### src/rtl/tour_cmd_pkg.sv
`default_nettype none
// ============================================================================
// Module : tour_pkg
// Brief  : Shared types and constants for the knight's-tour command sequencer.
// Rev    : 1.0
// ============================================================================
package tour_pkg;

    typedef enum logic [2:0] {
        IDLE  = 3'd0,
        VERT  = 3'd1,
        HOLDV = 3'd2,
        HORZ  = 3'd3,
        HOLDH = 3'd4
    } tour_state_e;

    localparam logic [3:0] OP_MOVE    = 4'h2;
    localparam logic [3:0] OP_FANFARE = 4'h3;

    localparam logic [7:0] HDG_N = 8'h00;
    localparam logic [7:0] HDG_S = 8'h7F;
    localparam logic [7:0] HDG_E = 8'hBF;
    localparam logic [7:0] HDG_W = 8'h3F;

    localparam logic [7:0] RESP_POS = 8'hA5;
    localparam logic [7:0] RESP_ACK = 8'h5A;

    // Signed 3-bit knight offsets, entry [b] belongs to move bit b (b7 first).
    localparam logic [7:0][2:0] MV_DX = {
        3'b010, 3'b010, 3'b001, 3'b111, 3'b110, 3'b110, 3'b111, 3'b001
    };
    localparam logic [7:0][2:0] MV_DY = {
        3'b001, 3'b111, 3'b110, 3'b110, 3'b111, 3'b001, 3'b010, 3'b010
    };

endpackage : tour_pkg
`default_nettype wire

### src/rtl/tour_cmd_if.sv
`default_nettype none
// ============================================================================
// Module : tour_cmd_if
// Brief  : Command/handshake bundle between sequencer and command processor.
// Rev    : 1.0
// ============================================================================
interface tour_cmd_if;
    logic [15:0] cmd;
    logic        cmd_rdy;
    logic        clr_cmd_rdy;
    logic        send_resp;
    logic [7:0]  resp;

    modport master (
        output cmd,
        output cmd_rdy,
        output resp,
        input  clr_cmd_rdy,
        input  send_resp
    );

    modport slave (
        input  cmd,
        input  cmd_rdy,
        input  resp,
        output clr_cmd_rdy,
        output send_resp
    );
endinterface : tour_cmd_if
`default_nettype wire

### src/rtl/tour_cmd_move_decode.sv
`default_nettype none
// ============================================================================
// Module : move_decode
// Brief  : One-hot knight move to signed (dx,dy); highest set bit wins.
// Rev    : 1.0
// ============================================================================
module move_decode
    import tour_pkg::*;
(
    input  wire logic [7:0]        i_move,
    output logic signed [2:0]      o_dx,
    output logic signed [2:0]      o_dy
);

    // Ascending scan so that the last (highest) set bit overrides lower ones.
    always_comb begin
        o_dx = '0;
        o_dy = '0;
        for (int i = 0; i < 8; i++) begin
            if (i_move[i]) begin
                o_dx = MV_DX[i];
                o_dy = MV_DY[i];
            end
        end
    end

endmodule : move_decode
`default_nettype wire

### src/rtl/tour_cmd.sv
`default_nettype none
// ============================================================================
// Module : tour_cmd
// Brief  : Reads solved knight moves and issues vertical/horizontal commands;
//          passes UART commands straight through while idle.
// Rev    : 1.0
// ============================================================================
module tour_cmd
    import tour_pkg::*;
#(
    parameter int BOARD_SIZE     = 5,
    parameter int MOVE_REG_WIDTH = $clog2(BOARD_SIZE**2-1)
) (
    input  wire logic                      clk,
    input  wire logic                      rst_n,
    input  wire logic                      start_tour,
    output logic [MOVE_REG_WIDTH-1:0]      mv_indx,
    input  wire logic [7:0]                move,
    input  wire logic [15:0]               cmd_UART,
    input  wire logic                      cmd_rdy_UART,
    output logic                           clr_cmd_rdy_UART,
    tour_cmd_if.master                     cp
);

    localparam logic [MOVE_REG_WIDTH-1:0] c_last_indx = MOVE_REG_WIDTH'(BOARD_SIZE**2-2);

    tour_state_e                 r_state;
    logic [MOVE_REG_WIDTH-1:0]   r_mv_indx;
    logic signed [2:0]           w_dx;
    logic signed [2:0]           w_dy;
    logic [2:0]                  w_dx_mag;
    logic [2:0]                  w_dy_mag;
    logic [15:0]                 w_vert_cmd;
    logic [15:0]                 w_horz_cmd;
    logic                        w_last;

    move_decode u_move_decode (
        .i_move (move),
        .o_dx   (w_dx),
        .o_dy   (w_dy)
    );

    assign w_dx_mag   = w_dx[2] ? 3'(-w_dx) : w_dx;
    assign w_dy_mag   = w_dy[2] ? 3'(-w_dy) : w_dy;
    assign w_vert_cmd = {OP_MOVE,    (w_dy[2] ? HDG_S : HDG_N), 1'b0, w_dy_mag};
    assign w_horz_cmd = {OP_FANFARE, (w_dx[2] ? HDG_W : HDG_E), 1'b0, w_dx_mag};
    assign w_last     = (r_mv_indx == c_last_indx);
    assign mv_indx    = r_mv_indx;

    always_ff @(posedge clk or negedge rst_n) begin
        if (!rst_n) begin
            r_state   <= IDLE;
            r_mv_indx <= '0;
        end else begin
            case (r_state)
                IDLE: if (start_tour) begin
                    r_mv_indx <= '0;
                    r_state   <= VERT;
                end
                VERT:  if (cp.clr_cmd_rdy) r_state <= HOLDV;
                HOLDV: if (cp.send_resp)   r_state <= HORZ;
                HORZ:  if (cp.clr_cmd_rdy) r_state <= HOLDH;
                HOLDH: if (cp.send_resp) begin
                    if (w_last) begin
                        r_state <= IDLE;
                    end else begin
                        r_mv_indx <= r_mv_indx + MOVE_REG_WIDTH'(1);
                        r_state   <= VERT;
                    end
                end
                default: r_state <= IDLE;
            endcase
        end
    end

    // The final acknowledge flips to RESP_POS in the same cycle the UART samples it.
    always_comb begin
        cp.cmd           = cmd_UART;
        cp.cmd_rdy       = cmd_rdy_UART;
        cp.resp          = RESP_ACK;
        clr_cmd_rdy_UART = 1'b0;
        case (r_state)
            IDLE: begin
                clr_cmd_rdy_UART = cp.clr_cmd_rdy;
                cp.resp          = RESP_POS;
            end
            VERT: begin
                cp.cmd     = w_vert_cmd;
                cp.cmd_rdy = 1'b1;
            end
            HOLDV: begin
                cp.cmd     = w_vert_cmd;
                cp.cmd_rdy = 1'b0;
            end
            HORZ: begin
                cp.cmd     = w_horz_cmd;
                cp.cmd_rdy = 1'b1;
            end
            HOLDH: begin
                cp.cmd     = w_horz_cmd;
                cp.cmd_rdy = 1'b0;
                if (cp.send_resp && w_last) cp.resp = RESP_POS;
            end
            default: begin
                cp.cmd_rdy = 1'b0;
            end
        endcase
    end

endmodule : tour_cmd
`default_nettype wire

### src/flat_wrapper.sv
// flat-port wrapper written by rule: the top's interface ports become plain ports
module tour_cmd_flat import tour_pkg::*;
#(
    parameter int BOARD_SIZE     = 5,
    parameter int MOVE_REG_WIDTH = $clog2(BOARD_SIZE**2-1)
)
  (clk, rst_n, start_tour, mv_indx, move, cmd_UART, cmd_rdy_UART, clr_cmd_rdy_UART, cp_cmd, cp_cmd_rdy, cp_resp, cp_clr_cmd_rdy, cp_send_resp);
  tour_cmd_if cp_i ();
  input  wire logic clk;
  input  wire logic rst_n;
  input  wire logic start_tour;
  output logic [MOVE_REG_WIDTH-1:0] mv_indx;
  input  wire logic [7:0] move;
  input  wire logic [15:0] cmd_UART;
  input  wire logic cmd_rdy_UART;
  output logic clr_cmd_rdy_UART;
  output wire logic [$bits(cp_i.cmd)-1:0] cp_cmd;
  output wire logic [$bits(cp_i.cmd_rdy)-1:0] cp_cmd_rdy;
  output wire logic [$bits(cp_i.resp)-1:0] cp_resp;
  input wire logic [$bits(cp_i.clr_cmd_rdy)-1:0] cp_clr_cmd_rdy;
  input wire logic [$bits(cp_i.send_resp)-1:0] cp_send_resp;
  assign cp_cmd = cp_i.cmd;
  assign cp_cmd_rdy = cp_i.cmd_rdy;
  assign cp_resp = cp_i.resp;
  assign cp_i.clr_cmd_rdy = cp_clr_cmd_rdy;
  assign cp_i.send_resp = cp_send_resp;
  tour_cmd #(.BOARD_SIZE(BOARD_SIZE), .MOVE_REG_WIDTH(MOVE_REG_WIDTH)) u_core (.clk(clk), .rst_n(rst_n), .start_tour(start_tour), .mv_indx(mv_indx), .move(move), .cmd_UART(cmd_UART), .cmd_rdy_UART(cmd_rdy_UART), .clr_cmd_rdy_UART(clr_cmd_rdy_UART), .cp(cp_i));
endmodule
### config.mk
export PLATFORM = sky130hd
export DESIGN_NAME = tour_cmd_flat
export DESIGN_NICKNAME = d
export VERILOG_FILES = /design/src/rtl/tour_cmd_pkg.sv /design/src/rtl/tour_cmd_if.sv /design/src/rtl/tour_cmd_move_decode.sv /design/src/rtl/tour_cmd.sv /design/src/flat_wrapper.sv
export SDC_FILE = /design/constraint.sdc
export NUM_CORES = 1
export LEC_CHECK = 0
export ABC_AREA = 1
export BUFFER_PORTS_ARGS = -buffer_cell sky130_fd_sc_hd__clkbuf_2
export CAP_MARGIN = 10
export CORE_MARGIN = 2
export CORE_UTILIZATION = 40
export CTS_BUF_LIST = sky130_fd_sc_hd__clkbuf_8
export DETAILED_ROUTE_END_ITERATION = 10
export PLACE_DENSITY = 0.79
export SYNTH_ARGS = -nofsm -noshare
export SYNTH_HDL_FRONTEND = slang
export SYNTH_SLANG_ARGS = --single-unit
### constraint.sdc
create_clock -name clk -period 1.6 [get_ports clk]
set_input_delay 0.24 -clock clk [delete_from_list [all_inputs] [get_ports clk]]
set_output_delay 0.24 -clock clk [all_outputs]
set_load 0.005 [all_outputs]
==> impl_metrics.env <==
export IMPL_ioPinCount=61
export IMPL_start_kind="register"
export IMPL_r2r_start="u_core.r_state[0]"
export IMPL_p_sw_mw=1.36
export IMPL_syn_inst=173
export IMPL_globalRouteTotalUtil_pct=19.2
export IMPL_worstPathCellList="nor2_4, nand2_2, nand2_4, inv_2, or2_1, nand3_1, clkbuf_2"
export IMPL_ys_warn_count=0
export IMPL_powerDensity_nw_per_um2=1770
export IMPL_crit_type="register to output port"
export IMPL_cts_max_level=1
export IMPL_reg2reg_to="u_core.mv_indx[3]"
export IMPL_drc=0
export IMPL_total_power_mw=2.81
export IMPL_utilization_pct=70.3
export IMPL_place_hpwl_um=2070
export IMPL_n_antenna_cell=0
export IMPL_reg2reg_depth=8
export IMPL_fin_area_sq_um=1580
export IMPL_grt_pass1_vias=1063
export IMPL_fin_crit_sh_pct=109
export IMPL_synth_top_cell_by_area="nand2_1"
export IMPL_dr_pass1_iters=4
export IMPL_rows=17
export IMPL_slew_limit_headroom_pct=82.8
export IMPL_synth_top_family_by_area="simple AND/OR/NAND/NOR gates"
export IMPL_ys_top_cells_by_area="nand2_1 25%, dfrtp_1 21%, inv_1 11%"
export IMPL_synthMuxAreaShare_pct=0
export IMPL_nNetsFinal=288
export IMPL_grt_max_degree=9
export IMPL_start_util_pct=43.2
export IMPL_post_place_ws_ns=-0.139
export IMPL_drtIter0Drc=19
export IMPL_hold_path_class="input pin to register"
export IMPL_cp_required_ns=1.36
export IMPL_setup_viol=17
export IMPL_maxSlewViolCount=0
export IMPL_drive_gt1_share_pct=49.0
export IMPL_failed_checks="negative setup slack"
export IMPL_final_cell_mix="57 x clkbuf_2, 52 x nand2_1, 25 x inv_1"
export IMPL_die_y_um=53.4
export IMPL_p_seq_share_pct=12.9
export IMPL_swShare_pct=48.5
export IMPL_layout_commonest_cell="clkbuf_2"
export IMPL_synthXorXnorAreaFrac_pct=0
export IMPL_clk_latency_ns=0.23
export IMPL_leakage_nw=1.00
export IMPL_gp_congestion=0.761
export IMPL_viasPerCell=4.62
export IMPL_cts_sinks=8
export IMPL_endpoint_kind="output port"
export IMPL_hold_violations=0
export IMPL_hp_start="cp_clr_cmd_rdy"
export IMPL_syn_to_final_growth_pct=62.5
export IMPL_crit_path_start="u_core.r_state[0]"
export IMPL_rsz0062_at_grt="yes"
export IMPL_clockBufferDepth=2
export IMPL_worstMarginPinSlew_ns=0.258
export IMPL_num_vias=1299
export IMPL_die_x_um=53.4
export IMPL_synth_area_per_cell_sq_um=5.63
export IMPL_p_int_mw=1.45
export IMPL_io_buffers=60
export IMPL_clkPwrFrac_pct=8.9
export IMPL_status="finished with violations"
export IMPL_cts_tree="yes"
export IMPL_setup_ws_ns=-0.140
export IMPL_crit_end="cp_cmd[0]"
export IMPL_ys_seq_area_share_pct=20.5
export IMPL_placed_area_sq_um=1360
export IMPL_synthAdderAreaFrac_pct=3.85
export IMPL_cap_violations=0
export IMPL_grt_ovfl_total=0
export IMPL_synth_area_sq_um=975
export IMPL_synth_compound_area_share_pct=4.49
export IMPL_synth_cell_types=19
export IMPL_post_drt_wl_per_cell_um=10.0
export IMPL_finalNonFillerCells=281
export IMPL_vdd_drop_max_mv=1.52
export IMPL_setup_tns_final_ns=-1.34
export IMPL_path_max_fanout=6
export IMPL_fmax_mhz=575
export IMPL_grt_pass1_wl_um=4030
export IMPL_ys_ff_latch=8
export IMPL_cpMaxStageDelayCell="dfrtp_2"
export IMPL_clockRootBuffer="clkbuf_8"
export IMPL_syn_num_nets=206
export IMPL_min_period_ns=1.74
export IMPL_design_core_area_sq_um=2250
export IMPL_whs_ns=0.327
export IMPL_placed_cells=267
export IMPL_finalClockSkew_ns=0.000722
export IMPL_antenna_found_initial=0
export IMPL_crit_path_max_incr_delay_ns=0.47
export IMPL_worstPathArrival_ns=1.50
export IMPL_r2r_slack_ns=0.18
export IMPL_yosys_area_share_simple_pct=54.6
export IMPL_dieArea_sq_um=2850
export IMPL_cts_buffers=3
export IMPL_ant_nets=0
export IMPL_combPwrFrac_pct=78.1
export IMPL_clkTransAtPathRegs_ns=0.04
export IMPL_synth_top_area_share_pct=24.6
export IMPL_finalWirelength_um=2810
## synth_stat cells (all sizes together)
cell type  instances
a21oi              3
nor3               1
ha                 3
inv               31
dfrtp              8
nand4              1
o21ai              5
nand3             18
nand2             67
nor2              28
or2                2
buf                6
## worst min-delay path by stage
stage,endpoint,slack [ns],cells after the start
after floorplan,u_core.mv_indx[0],-0.06,0
after global placement,u_core.mv_indx[0],0.1,1
after detailed placement,u_core.mv_indx[0],0.10,1
after CTS,u_core.r_state[0],0.32,4
after global routing,u_core.r_state[0],0.35,4
final,u_core.r_state[0],0.33,4
## per-layer routing
metal / track usage (%) / wire [um]
met2: 35.4 / 1430
met3: 3.39 / 204
met5: 0 / 0
met1: 20.9 / 1110
met4: 8.97 / 67
## power groups by stage
| stage | combinational [mW] | sequential (mW) | clock [mW] |
|---|---|---|---|
| after floorplan | 1.21 | 0.335 | 0 |
| after global placement | 1.85 | 0.343 | 0 |
| after detailed placement | 1.87 | 0.345 | 0 |
| after CTS | 1.96 | 0.349 | 0.251 |
| after global routing | 2.45 | 0.372 | 0.273 |
| final | 2.19 | 0.363 | 0.251 |
## logic make-up after synthesis
family,Yosys count
compound gates,8
buf+inv,37
fa+ha+maj,3
simple gates,117
flops,8
## critical path: cells and delay by family (launching register included)
family,cells,cell delay [ns]
AND/OR/NAND/NOR,5,0.61
flip-flops,1,0.47
buffers and inverters,2,0.17
## what timing repair did
action | in CTS | in global routing
gates resized for setup | 12 | 24
pin swaps | 7 | 17
hold endpoints to repair | 8 | 0
hold buffers | 1 | 0
endpoints found under the setup margin | 24 | 24
setup buffers | 6 | 4
## state kept, by name, summed over array words and instances (netlist names)
name,cells
u_core.mv_indx,5
u_core.r_state,3
## layout make-up
type	instances	area [sq um]
repair buffers	83	493
flip-flops and latches	8	204
multi-input cells	128	694
clock buffers	3	41.3
fillers	211	671
well taps	28	35.0
inverters	31	116
Power figures use the tool's default switching activity.
